## src/rtl/mandel_pkg.sv

```systemverilog
// mandel_pkg: shared definitions for the Mandelbrot scan engine and its
// rendering variants.
//   - state_t   : engine FSM state encoding
//   - ONE, TH   : 1.0 and the escape threshold 4.0 in the default wide
//                 product format (2*N_BIT-BIT_FRAC bits, BIT_FRAC fraction)
//   - cm_wrap() : last value of the colour counter before it wraps to 0
package mandel_pkg;

  typedef enum logic [2:0] {
    ST_IDLE   = 3'd0,
    ST_LOAD   = 3'd1,
    ST_MUL_XX = 3'd2,
    ST_MUL_YY = 3'd3,
    ST_MUL_XY = 3'd4,
    ST_UPDATE = 3'd5,
    ST_WRITE  = 3'd6
  } state_t;

  localparam int DEF_N_BIT    = 16;
  localparam int DEF_BIT_FRAC = 12;
  localparam int DEF_WIDE_W   = 2 * DEF_N_BIT - DEF_BIT_FRAC;

  localparam logic signed [DEF_WIDE_W-1:0] ONE = DEF_WIDE_W'(1 << DEF_BIT_FRAC);
  localparam logic signed [DEF_WIDE_W-1:0] TH  = DEF_WIDE_W'(4 * ONE);

  // Colour indices 1..2^W-1 are used for escaped pixels (0 marks in-set),
  // so the counter runs 0..2^W-2 and wraps.
  function automatic int cm_wrap(input int color_w);
    return (1 << color_w) - 2;
  endfunction

endpackage

```

## src/rtl/mandel_mult.sv

```systemverilog
// mandel_mult: combinational signed fixed-point multiplier, sign-magnitude
// style. Magnitudes are multiplied, the product is truncated by BIT_FRAC
// bits and then negated when the operand signs differ, so the result rounds
// toward zero.
//   a, b : signed N_BIT operands, BIT_FRAC fractional bits
//   p    : signed product, 2*N_BIT-BIT_FRAC bits, BIT_FRAC fractional bits
module mandel_mult #(
  parameter int N_BIT    = 16,
  parameter int BIT_FRAC = 12
) (
  input  logic signed [N_BIT-1:0]            a,
  input  logic signed [N_BIT-1:0]            b,
  output logic signed [2*N_BIT-BIT_FRAC-1:0] p
);

  localparam int WIDE_W = 2 * N_BIT - BIT_FRAC;

  logic [N_BIT-1:0]   mag_a;
  logic [N_BIT-1:0]   mag_b;
  logic [2*N_BIT-1:0] mag_p;
  logic [WIDE_W-1:0]  mag_t;
  logic               neg;

  always_comb begin
    // The most negative value maps to 2^(N_BIT-1), which still fits unsigned.
    mag_a = a[N_BIT-1] ? $unsigned(-a) : $unsigned(a);
    mag_b = b[N_BIT-1] ? $unsigned(-b) : $unsigned(b);
    neg   = a[N_BIT-1] ^ b[N_BIT-1];
    mag_p = {{N_BIT{1'b0}}, mag_a} * {{N_BIT{1'b0}}, mag_b};
    mag_t = WIDE_W'(mag_p >> BIT_FRAC);
    p     = neg ? -$signed(mag_t) : $signed(mag_t);
  end

endmodule

```

## src/rtl/mandel_scan_engine.sv

```systemverilog
// mandel_scan_engine: sweeps a pixel window in raster order (X inner) and
// iterates z <- z^2 + c for each pixel with one shared multiplier (4 cycles
// per iteration), then emits one colour-index write per pixel.
//   clk, rst_n         : clock, synchronous active-low reset
//   start, abort       : frame start pulse (ignored while busy), frame abort
//   cfg_cxs, cfg_cys   : c of pixel (0,0), signed Q format
//   cfg_dcx, cfg_dcy   : per-pixel c step, signed
//   cfg_pix_x/y        : window size (0 treated as 1)
//   cfg_max_iter       : iteration limit (0 treated as 1)
//   busy, done         : frame in progress, one-cycle end-of-frame pulse
//   wr_valid, wr_ready : pixel write handshake
//   wr_x, wr_y, wr_data: pixel coordinate and colour index (0 = in set)
module mandel_scan_engine
  import mandel_pkg::*;
#(
  parameter int N_BIT    = 16,
  parameter int BIT_FRAC = 12,
  parameter int X_W      = 9,
  parameter int Y_W      = 8,
  parameter int ITER_W   = 16,
  parameter int COLOR_W  = 3
) (
  input  logic                    clk,
  input  logic                    rst_n,
  input  logic                    start,
  input  logic                    abort,
  input  logic signed [N_BIT-1:0] cfg_cxs,
  input  logic signed [N_BIT-1:0] cfg_cys,
  input  logic signed [N_BIT-1:0] cfg_dcx,
  input  logic signed [N_BIT-1:0] cfg_dcy,
  input  logic [X_W-1:0]          cfg_pix_x,
  input  logic [Y_W-1:0]          cfg_pix_y,
  input  logic [ITER_W-1:0]       cfg_max_iter,
  output logic                    busy,
  output logic                    done,
  output logic                    wr_valid,
  input  logic                    wr_ready,
  output logic [X_W-1:0]          wr_x,
  output logic [Y_W-1:0]          wr_y,
  output logic [COLOR_W-1:0]      wr_data
);

  localparam int WIDE_W = 2 * N_BIT - BIT_FRAC;
  localparam int SUM_W  = WIDE_W + 2;
  localparam bit DEFAULT_FMT = (N_BIT == DEF_N_BIT) && (BIT_FRAC == DEF_BIT_FRAC);
  localparam logic signed [WIDE_W-1:0] TH_W =
    DEFAULT_FMT ? WIDE_W'(TH) : WIDE_W'(4 << BIT_FRAC);
  localparam logic [COLOR_W-1:0] CM_LAST = COLOR_W'(cm_wrap(COLOR_W));

  // Truncate a wide sum back to the N_BIT working word (two's complement wrap).
  function automatic logic signed [N_BIT-1:0] wrap_n(input logic signed [SUM_W-1:0] v);
    return $signed(N_BIT'(v));
  endfunction

  state_t state, state_nx;

  // Latched frame configuration
  logic signed [N_BIT-1:0] cxs_l, cys_l, dcx_l, dcy_l;
  logic [X_W-1:0]          pix_x_l;
  logic [Y_W-1:0]          pix_y_l;
  logic [ITER_W-1:0]       max_l;

  // Per-pixel state
  logic [X_W-1:0]          px;
  logic [Y_W-1:0]          py;
  logic signed [N_BIT-1:0] cx, cy, x, y;
  logic [ITER_W-1:0]       i;
  logic [COLOR_W-1:0]      cm;
  logic [COLOR_W-1:0]      wr_data_q;
  logic                    done_q;

  // Registered wide products
  logic signed [WIDE_W-1:0] xx_p1, yy_p1, xy_p1;

  logic signed [N_BIT-1:0]  mul_a, mul_b;
  logic signed [WIDE_W-1:0] mul_p;
  logic signed [SUM_W-1:0]  s, x_sum, y_sum;
  logic [ITER_W-1:0]        i_inc;
  logic                     go, esc, lim, last_x, last_pix, accept;

  // The single multiplier is steered by state: x*x, then y*y, then x*y.
  assign mul_a = (state == ST_MUL_YY) ? y : x;
  assign mul_b = (state == ST_MUL_XX) ? x : y;

  mandel_mult #(.N_BIT(N_BIT), .BIT_FRAC(BIT_FRAC)) u_mult (
    .a(mul_a),
    .b(mul_b),
    .p(mul_p)
  );

  assign s        = SUM_W'(xx_p1) + SUM_W'(yy_p1);
  assign x_sum    = SUM_W'(xx_p1) - SUM_W'(yy_p1) + SUM_W'(cx);
  assign y_sum    = (SUM_W'(xy_p1) <<< 1) + SUM_W'(cy);
  assign esc      = (s >= SUM_W'(TH_W));
  assign i_inc    = i + ITER_W'(1);
  assign lim      = (i_inc == max_l);
  assign last_x   = (px == pix_x_l - X_W'(1));
  assign last_pix = last_x && (py == pix_y_l - Y_W'(1));
  assign accept   = (state == ST_WRITE) && wr_ready;
  // A start on the done cycle belongs to the frame just finished and is dropped.
  assign go       = start && !abort && !done_q;

  always_ff @(posedge clk) begin
    if (!rst_n) state <= ST_IDLE;
    else        state <= state_nx;
  end

  always_comb begin
    state_nx = state;
    unique case (state)
      ST_IDLE:   if (go) state_nx = ST_LOAD;
      ST_LOAD:   state_nx = ST_MUL_XX;
      ST_MUL_XX: state_nx = ST_MUL_YY;
      ST_MUL_YY: state_nx = ST_MUL_XY;
      ST_MUL_XY: state_nx = ST_UPDATE;
      ST_UPDATE: state_nx = (esc || lim) ? ST_WRITE : ST_MUL_XX;
      ST_WRITE:  if (wr_ready) state_nx = last_pix ? ST_IDLE : ST_LOAD;
      default:   state_nx = ST_IDLE;
    endcase
    if (abort) state_nx = ST_IDLE;
  end

  always_comb begin
    busy     = (state != ST_IDLE);
    wr_valid = (state == ST_WRITE);
    done     = done_q;
    wr_x     = px;
    wr_y     = py;
    wr_data  = wr_data_q;
  end

  always_ff @(posedge clk) begin
    if (!rst_n) begin
      cxs_l <= '0; cys_l <= '0; dcx_l <= '0; dcy_l <= '0;
      pix_x_l <= '0; pix_y_l <= '0; max_l <= '0;
      px <= '0; py <= '0; cx <= '0; cy <= '0;
      x <= '0; y <= '0; i <= '0; cm <= '0;
      xx_p1 <= '0; yy_p1 <= '0; xy_p1 <= '0;
      wr_data_q <= '0;
      done_q <= 1'b0;
    end else begin
      done_q <= accept && last_pix && !abort;
      unique case (state)
        ST_IDLE: begin
          if (go) begin
            cxs_l   <= cfg_cxs;
            cys_l   <= cfg_cys;
            dcx_l   <= cfg_dcx;
            dcy_l   <= cfg_dcy;
            pix_x_l <= (cfg_pix_x == '0) ? X_W'(1) : cfg_pix_x;
            pix_y_l <= (cfg_pix_y == '0) ? Y_W'(1) : cfg_pix_y;
            max_l   <= (cfg_max_iter == '0) ? ITER_W'(1) : cfg_max_iter;
            px <= '0;
            py <= '0;
            cx <= cfg_cxs;
            cy <= cfg_cys;
          end
        end
        ST_LOAD: begin
          x  <= '0;
          y  <= '0;
          i  <= '0;
          cm <= '0;
        end
        // Multiply stages: one product registered per cycle
        ST_MUL_XX: xx_p1 <= mul_p;
        ST_MUL_YY: yy_p1 <= mul_p;
        ST_MUL_XY: xy_p1 <= mul_p;
        // Update stage: escape / limit decision or next z
        ST_UPDATE: begin
          if (esc) begin
            wr_data_q <= cm + COLOR_W'(1);
          end else if (lim) begin
            wr_data_q <= '0;
          end else begin
            x  <= wrap_n(x_sum);
            y  <= wrap_n(y_sum);
            i  <= i_inc;
            cm <= (cm == CM_LAST) ? '0 : cm + COLOR_W'(1);
          end
        end
        // Write stage: raster step once the pixel is accepted
        ST_WRITE: begin
          if (wr_ready) begin
            if (last_x) begin
              px <= '0;
              cx <= cxs_l;
              py <= py + Y_W'(1);
              cy <= cy + dcy_l;
            end else begin
              px <= px + X_W'(1);
              cx <= cx + dcx_l;
            end
          end
        end
        default: ;
      endcase
    end
  end

endmodule

```

## config.mk

```make
export PLATFORM = sky130hd
export DESIGN_NAME = mandel_scan_engine
export DESIGN_NICKNAME = d
export VERILOG_FILES = /design/src/rtl/mandel_pkg.sv /design/src/rtl/mandel_mult.sv /design/src/rtl/mandel_scan_engine.sv
export SDC_FILE = /design/constraint.sdc
export NUM_CORES = 1
export LEC_CHECK = 0
export ABC_AREA = 1
export BUFFER_PORTS_ARGS = -buffer_cell sky130_fd_sc_hd__buf_4
export CORE_ASPECT_RATIO = 2
export CORE_MARGIN = 3
export CORE_UTILIZATION = 45
export DETAILED_ROUTE_END_ITERATION = 10
export PLACE_DENSITY = 0.71
export SLEW_MARGIN = 10
export SYNTH_ARGS = -nofsm -noshare
export SYNTH_HDL_FRONTEND = slang
export SYNTH_SLANG_ARGS = --single-unit
```

## constraint.sdc

```tcl
create_clock -name clk -period 12.32 [get_ports clk]
set_input_delay 2.464 -clock clk [delete_from_list [all_inputs] [get_ports clk]]
set_output_delay 2.464 -clock clk [all_outputs]
set_load 0.05 [all_outputs]
```

==> results of run 1 <==
-- kinds of logic (layout without fill, tap and decap cells) --
kind of cell / count (synthesis) / in the layout
adders and majority gates: 403 / 403
muxes: 7 / 7
buffers and inverters: 735 / 811
and+or+nand+nor: 1464 / 1464
AOI/OAI and AO/OA: 546 / 546
DFF: 243 / 243
xor gates and xnor gates: 117 / 117
-- where the power goes --
part | internal (mW) | leakage [nW] | switching, mW
combinational | 0.205 | 11.3 | 0.418
clock | 0.346 | 0.309 | 0.309
sequential | 0.820 | 1.98 | 0.0264
-- worst min path at each step --
stage / start / end / slack, ns / cells after the start
3_3_place_gp: x[12] / x[12] / 0.45 / 2
4_1_cts: y[8] / y[8] / 0.46 / 2
6_report: y[8] / y[8] / 0.47 / 2
5_1_grt: x[15] / x[15] / 0.48 / 2
3_5_place_dp: y[8] / y[8] / 0.45 / 2
2_1_floorplan: x[8] / x[8] / 0.44 / 2
-- metal layers --
| metal | GRT usage | share of wire | vias up |
|---|---|---|---|
| met5 | 0 | 0 | - |
| met4 | 0.204 | 0.091 | 0 |
| met3 | 0.0261 | 0.043 | 322 |
| met2 | 0.533 | 0.54 | 815 |
| met1 | 0.253 | 0.32 | 10900 |
| li1 | - | - | 11200 |
-- area by class of cell --
| type | count | area [sq um] | share of cell area |
|---|---|---|---|
| Inverter | 633 | 2380 | 0.0889 |
| Sequential cell | 243 | 4860 | 0.181 |
| Multi-Input combinational cell | 2537 | 17000 | 0.635 |
| Clock buffer | 28 | 572 | 0.0213 |
| Tap cell | 671 | 840 | 0.0313 |
| Clock inverter | 6 | 57.6 | 0.00215 |
| Timing Repair Buffer | 144 | 1080 | 0.0403 |
-- sequential cells by signal (all words and copies together), names as in the netlist, 8 cells and up --
name     flops
yy_p1       20
wr_y         8
dcy_l       16
dcx_l       16
x           16
cxs_l       16
max_l       16
wr_x         9
pix_x_l      9
cx          16
xy_p1       15
y           16
xx_p1       20
cy          16
i           16
pix_y_l      8
-- critical path, delay by kind of cell, from the launching register on --
kind            cells  cell delay [ns]
fa+ha+maj           7             3.43
simple gates       22             3.88
flops               1             0.56
compound gates      4             1.01
buf+inv             9             1.28
-- cell usage in the layout (no fill, tap or decap), types with 6 or more instances in the layout --
cell,count
a211oi_1,11
o21ai_0,229
ha_1,191
a21oi_1,209
nand3_2,8
a221oi_1,12
dfxtp_1,243
nor2_1,449
xnor2_1,32
mux2i_1,7
clkbuf_16,21
fa_1,212
buf_4,144
xor2_1,80
nand3b_1,10
o211ai_1,16
inv_1,610
a21o_1,9
nand2_1,677
o21bai_1,10
a31oi_1,10
inv_2,10
nand2_2,9
clkinv_1,10
nor4_1,16
nor3b_1,6
nor3_1,38
nand3_1,161
nor3_2,9
o21ai_1,17
or2_2,27
nand4_1,33
nor2_2,6
-- metrics by stage --
step	setup slack, ns	instances
3_3_place_gp	2.35	4228
2_1_floorplan	4.36	3515
3_5_place_dp	2.30	4228
4_1_cts	2.30	4262
6_report	2.04	4262
5_1_grt	1.33	4262
==> summary.txt, run 1 <==
Yosys
  – Post-Syn Area: 0.0247 sq mm
  – Synth Register Bits: 243
  – Post-Synthesis Cells: 3,515
  – Sequential fraction of the synthesis area: 0.197
  – Number of flops mapped to enable cells by yosys: 0
  – Synth warn: 0
  – Syn nets: 4,020
  – Count leader, synth: nand2_1
  – Leading area contributor after synthesis: dfxtp_1
  – Synth unique cells: 57
  – Post-synth ARST share: 0
  – Main flop type after synthesis: dfxtp_1
  – Synth Area in Adders: 0.269
  – Area contributors post-synth: dfxtp_1 (20%), fa_1 (17%), nand2_1 (10%), ha_1 (9.7%), inv_1 (9.3%)
  – Compound-Gate Fraction of Synth Area: 0.121
  – Post-Synth XOR/XNOR Area: 0.0423
  – Area fraction of the dominant cell type after synthesis: 0.197
  – Post-synthesis simple-gate area fraction: 0.253
  – Largest family of logic cells by synthesized area: adder cells
  – Avg Cell Area, Syn: 7.02 sq um
  – Most common library cells after synthesis: nand2_1 (677), inv_1 (612), nor2_1 (452)
  – Post-synthesis mux area share: 0.00284

GRT
  – Number of global-route vias before repair: 23,600
  – GRT Residual Overflow: 0
  – Initial antenna violation count: 1
  – Largest net degree at the start of global routing: 74
  – First-pass GRT wire length: 123,000 microns
  – Gr usage total: 0.273

Setup path
  – Crit-path max FO: 15
  – Arrival @ worst endpoint: 10.71 ns
  – Crit path to: xx_p1[19]
  – R2r setup slk: 2.04 ns
  – Critical path class: flop to flop
  – Slowest CP cell: dfxtp_1
  – R2r startpoint: state[1]
  – Worst Setup Start Kind: flop
  – Cells on worst reg2reg path: 42
  – Most used cell, CP: nand2_1
  – Setup crit end kind: flop
  – RR Endpoint: xx_p1[19]
  – Largest stage delay, worst path: 0.56 ns
  – Req. time, crit path: 12.74 ns
  – Crit. Startpoint: state[1]

CTS
  – H-tree depth: 1
  – CTS tree: built
  – Root buf cell: clkbuf_16
  – Post-CTS setup repair buffer count: 0
  – Hold Buf Count CTS: 0
  – Clk buf depth: 3
  – Clk_lat worst skew: 0.52 ns
  – Post-CTS sizing: 0
  – Clock sinks: 243
  – Clk slew on worst S/H paths: 0.07 ns
  – CTS buffer count: 20

Final layout
  – # nets final: 4,084
  – P&R area growth vs syn: 8.65%
  – Share of layout cells above drive strength 1: 0.0735
  – Number of fill cells: 5,419
  – Final Util: 0.497
  – Number of diodes: 0
  – Finished layout cell area: 0.0268 sq mm

Floorplanning
  – Num rows: 120
  – Die height: 337 microns
  – Die area: 0.0578 sq mm
  – Die width: 172 microns
  – Initial Util: 0.458
  – Area of the core: 0.0539 sq mm
  – # IOs: 125

Outcome
  – Outcome: finished, final reports clean

Drt
  – Routed via count: 23,200
  – Initial drt markers: 1,052
  – Routed Antenna Nets: 0
  – Drt drc: 0
  – DRT Pass-1 Iters: 5
  – Post-DR wirelength/cell: 18.6 microns
  – WL final: 79,400 microns
  – Via density: 5.45

STA
  – Worst-Margin Slew: 1.13 ns
  – Final Skew: 0.0111 ns
  – Slew margin rel.: 0.242
  – Final-report max-slew violation count: 0
  – Final period utilization: 0.835
  – Setup violators final: 0
  – Final Hold Fails: 0
  – Max Clk Rate: 97.2 MHz
  – Setup Total Neg Slack: 0 ns
  – RSZ-0062 raised after global routing: false
  – Hold_ws: 0.466 ns
  – Fin crit period: 10.28 ns

Placement
  – Port Buffers: 124
  – GP Congestion: 1.00
  – Placed instance area: 0.0262 sq mm
  – Hpwl dp: 64,200 microns

Power and ir drop
  – Power per cell area: 79.3 mW/mm^2
  – Worst IR Drop VDD: 0.131 mV
  – Leak: 13.6 nW
  – Total power: 2.12 mW

Hold path
  – Hold/Removal Path Class: flop to flop

Run
  – Max cap viols: 0
Note: power is estimated with default switching activity, not from simulation.
==> inputs of run 2 (changes only) <==
==> constraint.sdc (replaced) <==
create_clock -name clk -period 10.2 [get_ports clk]
set_input_delay 2.04 -clock clk [delete_from_list [all_inputs] [get_ports clk]]
set_output_delay 2.04 -clock clk [all_outputs]
set_load 0.05 [all_outputs]
==> run 2 against run 1 <==
  * Setup slack lost 1.3 ns
  * Flip-flop and latch count stayed put
  * Clock skew increased by 0.011 ns
  * Core utilization increased by 0.45 points
  * Design area rose by 0.91%
  * Sequential power increased by 21%
  * Critical path depth decreased by 1
  * Critical path type unchanged
  * Critical endpoint is now yy_p1[19]
  * Highest routed layer unchanged
==> summary.txt, run 2 (synthesis results as in run 1) <==
Setup path
  – RR Endpoint: yy_p1[19] (was xx_p1[19])
  – Most used cell, CP: nand2_1 (unchanged)
  – Arrival @ worst endpoint: 9.95 ns (was 10.71 ns)
  – Largest stage delay, worst path: 0.57 ns (was 0.56 ns)
  – R2r setup slk: 0.69 ns (was 2.04 ns)
  – Slowest CP cell: dfxtp_1 (unchanged)
  – Crit-path max FO: 18 (was 15)
  – R2r startpoint: state[1] (unchanged)
  – Setup crit end kind: flop (unchanged)
  – Critical path class: flop to flop (unchanged)
  – Req. time, crit path: 10.64 ns (was 12.74 ns)
  – Worst Setup Start Kind: flop (unchanged)
  – Cells on worst reg2reg path: 41 (was 42)

Floorplanning
  – Initial Util: 0.458 (unchanged)
  – Die height: 337 microns (unchanged)
  – Die area: 0.0578 sq mm (unchanged)
  – Area of the core: 0.0539 sq mm (unchanged)
  – Num rows: 120 (unchanged)
  – Die width: 172 microns (unchanged)
  – # IOs: 125 (unchanged)

STA
  – Final period utilization: 0.932 (was 0.835)
  – Final-report max-slew violation count: 0 (unchanged)
  – Setup violators final: 0 (unchanged)
  – Worst-Margin Slew: 1.07 ns (was 1.13 ns)
  – Setup Total Neg Slack: 0 ns (unchanged)
  – Max Clk Rate: 105 MHz (was 97.2 MHz)
  – Final Skew: 0.0225 ns (was 0.0111 ns)
  – Hold_ws: 0.463 ns (was 0.466 ns)
  – RSZ-0062 raised after global routing: false (unchanged)
  – Fin crit period: 9.51 ns (was 10.28 ns)
  – Final Hold Fails: 0 (unchanged)
  – Slew margin rel.: 0.286 (was 0.242)

Drt
  – Via density: 5.41 (was 5.45)
  – Drt drc: 0 (unchanged)
  – WL final: 80,400 microns (was 79,400 microns)
  – Routed via count: 23,200 (about the same)
  – DRT Pass-1 Iters: 5 (unchanged)
  – Routed Antenna Nets: 0 (unchanged)
  – Initial drt markers: 1,140 (was 1,052)
  – Post-DR wirelength/cell: 18.7 microns (was 18.6 microns)

CTS
  – Root buf cell: clkbuf_16 (unchanged)
  – Clk buf depth: 3 (unchanged)
  – Clk_lat worst skew: 0.56 ns (was 0.52 ns)
  – Clock sinks: 243 (unchanged)
  – Clk slew on worst S/H paths: 0.08 ns (was 0.07 ns)
  – H-tree depth: 1 (unchanged)
  – CTS buffer count: 21 (was 20)
  – CTS tree: built (unchanged)
  – Hold Buf Count CTS: 0 (unchanged)

GRT
  – First-pass GRT wire length: 127,000 microns (was 123,000 microns)
  – Largest net degree at the start of global routing: 75 (was 74)
  – GRT Residual Overflow: 0 (unchanged)
  – Gr usage total: 0.283 (was 0.273)
  – Initial antenna violation count: 1 (unchanged)
  – Number of global-route vias before repair: 24,100 (was 23,600)

Power and ir drop
  – Worst IR Drop VDD: 0.159 mV (was 0.131 mV)
  – Power per cell area: 98.2 mW/mm^2 (was 79.3 mW/mm^2)
  – Leak: 13.7 nW (was 13.6 nW)
  – Total power: 2.66 mW (was 2.12 mW)

Placement
  – Hpwl dp: 65,400 microns (was 64,200 microns)
  – GP Congestion: 1.07 (was 1.00)
  – Port Buffers: 124 (unchanged)

Hold path
  – WHS Path Cells: 2 (unchanged)
  – Worst hold path startpoint: x[13] (was y[8])
  – Hold endpoint: x[13] (was y[8])
  – Hold/Removal Path Class: flop to flop (unchanged)

Final layout
  – Highest-count cells in the layout ignoring fill and taps: nand2_1 (676), inv_1 (608), nor2_1 (449) (was nand2_1 (677), inv_1 (610), nor2_1 (449))
  – Final Util: 0.502 (was 0.497)
  – P&R area growth vs syn: 9.64% (was 8.65%)
  – Most common library cell in the layout ignoring fill and taps: nand2_1 (unchanged)
  – # nets final: 4,107 (was 4,084)
  – Largest regs: xx_p1 x20, yy_p1 x20 (unchanged)
  – Share of layout cells above drive strength 1: 0.0807 (was 0.0735)

Outcome
  – Outcome: finished, final reports clean (unchanged)

Run
  – Max cap viols: 0 (unchanged)
==> run 2: metal layers <==
metal / share of wire / wire [microns] / vias to the layer above / global-route usage
li1: - / - / 11200 / -
met2: 0.53 / 42600 / 720 / 0.536
met4: 0.11 / 8470 / 0 / 0.239
met3: 0.040 / 3200 / 328 / 0.0287
met1: 0.32 / 26100 / 10900 / 0.264
met5: 0 / 0 / - / 0
==> run 2: layout make-up <==
| type | count | area [sq um] |
|---|---|---|
| Clock inverter | 9 | 120 |
| Tap cell | 671 | 840 |
| Clock buffer | 29 | 596 |
| Antenna cell | 1 | 2.50 |
| Fill cell | 5326 | 26800 |
| Multi-Input combinational cell | 2537 | 17000 |
| Timing Repair Buffer | 166 | 1250 |
| Inverter | 633 | 2390 |
| Sequential cell | 243 | 4860 |
==> run 2: worst max path at each step <==
stage / startpoint / endpoint / depth (start not counted) / slack, ns
global placement: state[2] / xx_p1[16] / 42 / 0.30
CTS: state[2] / xx_p1[16] / 42 / 0.30
global route: state[1] / xx_p1[16] / 41 / 0.004
finish: state[1] / yy_p1[19] / 41 / 0.69
detailed placement: state[2] / xx_p1[16] / 42 / 0.34
floorplan: state[2] / yy_p1[19] / 44 / 2.24
==> run 2: report_power, final <==
| group | total [mW] | internal, mW | switching [mW] |
|---|---|---|---|
| clock | 0.865 | 0.467 | 0.398 |
| sequential | 1.02 | 0.990 | 0.0319 |
| combinational | 0.771 | 0.255 | 0.516 |
| total | 2.66 | 1.71 | 0.946 |
==> run 2: worst max-delay path, delay by kind of cell, from the launching register on <==
kind                     cells  cell delay, ns
adder cells (fa/ha/maj)      7            3.43
AO/OA/AOI/OAI                5            1.30
flip-flops                   1            0.57
AND/OR/NAND/NOR             19            2.89
buffers and inverters       10            1.19
==> run 2: repair_timing <==
| item | CTS | global route |
|---|---|---|
| setup buffers | 0 | 6 |
| setup endpoints to repair | 0 | 52 |
| gates resized for setup | 0 | 6 |
==> run 2: through the flow <==
step	setup WS, ns	std cells	cell area (sq um)
2_1_floorplan	2.24	3515	24700
3_3_place_gp	0.297	4244	26300
3_5_place_dp	0.336	4244	26300
4_1_cts	0.300	4282	27000
5_1_grt	0.00355	4289	27100
6_report	0.690	4289	27100
==> inputs of run 3 (changes only) <==
--- a/config.mk
+++ b/config.mk
@@ -5,14 +5,13 @@
 export SDC_FILE = /design/constraint.sdc
 export NUM_CORES = 1
 export LEC_CHECK = 0
-export ABC_AREA = 1
+export ABC_AREA = 0
 export BUFFER_PORTS_ARGS = -buffer_cell sky130_fd_sc_hd__buf_4
 export CORE_ASPECT_RATIO = 2
 export CORE_MARGIN = 3
 export CORE_UTILIZATION = 45
 export DETAILED_ROUTE_END_ITERATION = 10
 export PLACE_DENSITY = 0.71
-export SLEW_MARGIN = 10
 export SYNTH_ARGS = -nofsm -noshare
 export SYNTH_HDL_FRONTEND = slang
 export SYNTH_SLANG_ARGS = --single-unit
==> run 3 against run 2 <==
  * Sequential power hardly changed
  * Area after synthesis is 1.8% lower
  * Register-to-register slack worse by 0.06 ns
  * Non-clock buffer count is 46 higher
  * Total power is 20% lower
  * Combinational power is 60% lower
  * Critical path depth is 12 lower
  * Design area is 0.83% lower
  * Highest routed layer unchanged
==> summary.txt, run 3 <==
Outcome
  – Outcome: finished, final reports clean (unchanged)

Yosys
  – Synth warn: 0 (unchanged)
  – Main flop type after synthesis: dfxtp_1 (unchanged)
  – Avg Cell Area, Syn: 7.99 sq um (was 7.02 sq um)
  – Area contributors post-synth: dfxtp_1 (20%), fa_1 (18%), ha_1 (9.9%), nand2_1 (6.6%), inv_1 (5.4%) (was dfxtp_1 (20%), fa_1 (17%), nand2_1 (10%), ha_1 (9.7%), inv_1 (9.3%))
  – Area fraction of the dominant cell type after synthesis: 0.201 (was 0.197)
  – Post-synth ARST share: 0 (unchanged)
  – Synth Register Bits: 243 (unchanged)
  – Leading area contributor after synthesis: dfxtp_1 (unchanged)
  – Sequential fraction of the synthesis area: 0.201 (was 0.197)
  – Most common library cells after synthesis: nand2_1 (427), inv_1 (348), nor2_1 (270) (was nand2_1 (677), inv_1 (612), nor2_1 (452))
  – Count leader, synth: nand2_1 (unchanged)
  – Post-Synthesis Cells: 3,033 (was 3,515)
  – Number of flops mapped to enable cells by yosys: 0 (unchanged)
  – Post-Syn Area: 0.0242 sq mm (was 0.0247 sq mm)
  – Synth unique cells: 97 (was 57)
  – Syn nets: 3,538 (was 4,020)

STA
  – Final-report max-slew violation count: 0 (unchanged)
  – Final Skew: 0.0232 ns (was 0.0225 ns)
  – RSZ-0062 raised after global routing: false (unchanged)
  – Max Clk Rate: 104 MHz (was 105 MHz)
  – Setup violators final: 0 (unchanged)
  – Final Hold Fails: 0 (unchanged)
  – Slew margin rel.: 0.294 (was 0.286)
  – Worst-Margin Slew: 1.06 ns (was 1.07 ns)
  – Setup Total Neg Slack: 0 ns (unchanged)
  – Fin crit period: 9.57 ns (was 9.51 ns)
  – Final period utilization: 0.939 (was 0.932)

Power and ir drop
  – Worst IR Drop VDD: 0.155 mV (was 0.159 mV)
  – Leak: 11.8 nW (was 13.7 nW)
  – Total power: 2.12 mW (was 2.66 mW)
  – Power per cell area: 78.9 mW/mm^2 (was 98.2 mW/mm^2)

GRT
  – Gr usage total: 0.266 (was 0.283)
  – Number of global-route vias before repair: 22,600 (was 24,100)
  – GRT Residual Overflow: 0 (unchanged)
  – Initial antenna violation count: 1 (unchanged)
  – First-pass GRT wire length: 120,000 microns (was 127,000 microns)
  – Largest net degree at the start of global routing: 92 (was 75)

CTS
  – Clk_lat worst skew: 0.52 ns (was 0.56 ns)
  – Clock sinks: 243 (unchanged)
  – Clk slew on worst S/H paths: 0.08 ns (about the same)
  – CTS tree: built (unchanged)
  – Clk buf depth: 3 (unchanged)
  – Hold Buf Count CTS: 0 (unchanged)
  – H-tree depth: 1 (unchanged)
  – Post-CTS setup repair buffer count: 0 (unchanged)
  – Post-CTS sizing: 0 (unchanged)
  – CTS buffer count: 20 (was 21)
  – Root buf cell: clkbuf_16 (unchanged)

Placement
  – Hpwl dp: 61,900 microns (was 65,400 microns)
  – Port Buffers: 124 (unchanged)
  – GP Congestion: 0.998 (was 1.07)

Setup path
  – Critical path class: flop to flop (unchanged)
  – Req. time, crit path: 10.62 ns (was 10.64 ns)
  – Cells on worst reg2reg path: 29 (was 41)
  – Largest stage delay, worst path: 0.70 ns (was 0.57 ns)
  – R2r setup slk: 0.63 ns (was 0.69 ns)
  – Bufs and invs on worst path: 5 (was 10)
  – Slowest CP cell: nor3b_4 (was dfxtp_1)
  – RR Endpoint: xx_p1[13] (was yy_p1[19])
  – Crit-path max FO: 13 (was 18)
  – Delay-heaviest family, CP: adder cells (unchanged)
  – Setup crit end kind: flop (unchanged)
  – Crit. Startpoint: state[1] (unchanged)
  – R2r startpoint: state[1] (unchanged)
  – Most used cell, CP: fa_1 (was nand2_1)
  – Arrival @ worst endpoint: 10.00 ns (was 9.95 ns)
  – Worst Setup Start Kind: flop (unchanged)

Hold path
  – Worst hold path startpoint: cxs_l[4] (was x[13])
  – WHS Path Cells: 2 (unchanged)
  – Hold/Removal Path Class: flop to flop (unchanged)
  – Hold endpoint: cxs_l[4] (was x[13])

Drt
  – DRT Pass-1 Iters: 8 (was 5)
  – Routed Antenna Nets: 0 (unchanged)
  – Post-DR wirelength/cell: 19.9 microns (was 18.7 microns)
  – Initial drt markers: 1,070 (was 1,140)
  – WL final: 75,800 microns (was 80,400 microns)
  – Routed via count: 21,900 (was 23,200)
  – Drt drc: 0 (unchanged)
  – Via density: 5.74 (was 5.41)

Run
  – Max cap viols: 0 (unchanged)

Floorplanning
  – Die width: 170 microns (was 172 microns)
  – Die height: 334 microns (was 337 microns)
  – Initial Util: 0.457 (was 0.458)
  – Area of the core: 0.0530 sq mm (was 0.0539 sq mm)
  – Num rows: 119 (was 120)
  – # IOs: 125 (unchanged)
  – Die area: 0.0568 sq mm (was 0.0578 sq mm)

Final layout
  – P&R area growth vs syn: 10.7% (was 9.64%)
  – Multi-input logic area: 0.0175 sq mm (was 0.0170 sq mm)
  – Most common library cell in the layout ignoring fill and taps: nand2_1 (unchanged)
  – Highest-count cells in the layout ignoring fill and taps: nand2_1 (427), inv_1 (347), nor2_1 (269) (was nand2_1 (676), inv_1 (608), nor2_1 (449))
  – Number of fill cells: 5,174 (was 5,326)
  – FF/Latch Area: 0.00486 sq mm (unchanged)
  – Share of layout cells above drive strength 1: 0.0943 (was 0.0807)
  – # nets final: 3,639 (was 4,107)
  – Largest regs: xx_p1 x20, yy_p1 x20 (unchanged)
## run 3: worst min-delay path, stage by stage, from the launching register on
cell	delay, ns
dfxtp_1	0.31
nand2_1	0.05
a21oi_1	0.05
## run 3: where the power goes
group	total (mW)	internal, mW	switching [mW]	leakage (nW)
logic	0.311	0.134	0.177	9.47
registers	0.999	0.974	0.0256	1.97
clock network	0.805	0.428	0.377	0.314
## run 3: per-stage QoR
stage          setup slack [ns]  utilization  std cells  hold slack, ns  cell area, sq um
6_report                  0.627        0.506       3815           0.458             26800
5_1_grt                   0.216        0.506       3813           0.475             26800
4_1_cts                   0.743        0.506       3813           0.457             26800
3_5_place_dp              0.815        0.493       3777           0.444             26200
3_3_place_gp              0.930        0.493       3777           0.438             26200
2_1_floorplan              1.28            -       3033           0.432             24200
## run 3: how the worst max path moves through the flow
stage	endpoint	slack, ns	cells after the start
finish	xx_p1[13]	0.63	29
global route	xx_p1[13]	0.22	28
CTS	xx_p1[13]	0.74	28
detailed placement	xx_p1[13]	0.82	29
global placement	xx_p1[13]	0.93	29
floorplan	xx_p1[13]	1.28	36
## run 3: final cells by class
cell class / instances / area share
Antenna cell: 2 / 0.000187
Sequential cell: 243 / 0.181
Multi-Input combinational cell: 2307 / 0.654
Timing Repair Buffer: 212 / 0.0593
Clock inverter: 10 / 0.00354
Inverter: 350 / 0.0491
Tap cell: 665 / 0.0310
Clock buffer: 26 / 0.0214
## run 3: routing by layer
metal,up-vias,track usage,part of all wire
met5,-,0,0
met4,0,0.212,0.10
met3,345,0.0344,0.045
met2,729,0.503,0.53
met1,10500,0.250,0.32
li1,10400,-,-
## run 3: logic make-up after synthesis
kind of cell | Yosys count | share of synthesized area
AND/OR/NAND/NOR | 1042 | 0.194
AO/OA/AOI/OAI | 625 | 0.164
flip-flops | 243 | 0.201
XOR/XNOR | 181 | 0.0665
buffers and inverters | 483 | 0.0767
adder cells (fa/ha/maj) | 403 | 0.274
multiplexers | 56 | 0.0239
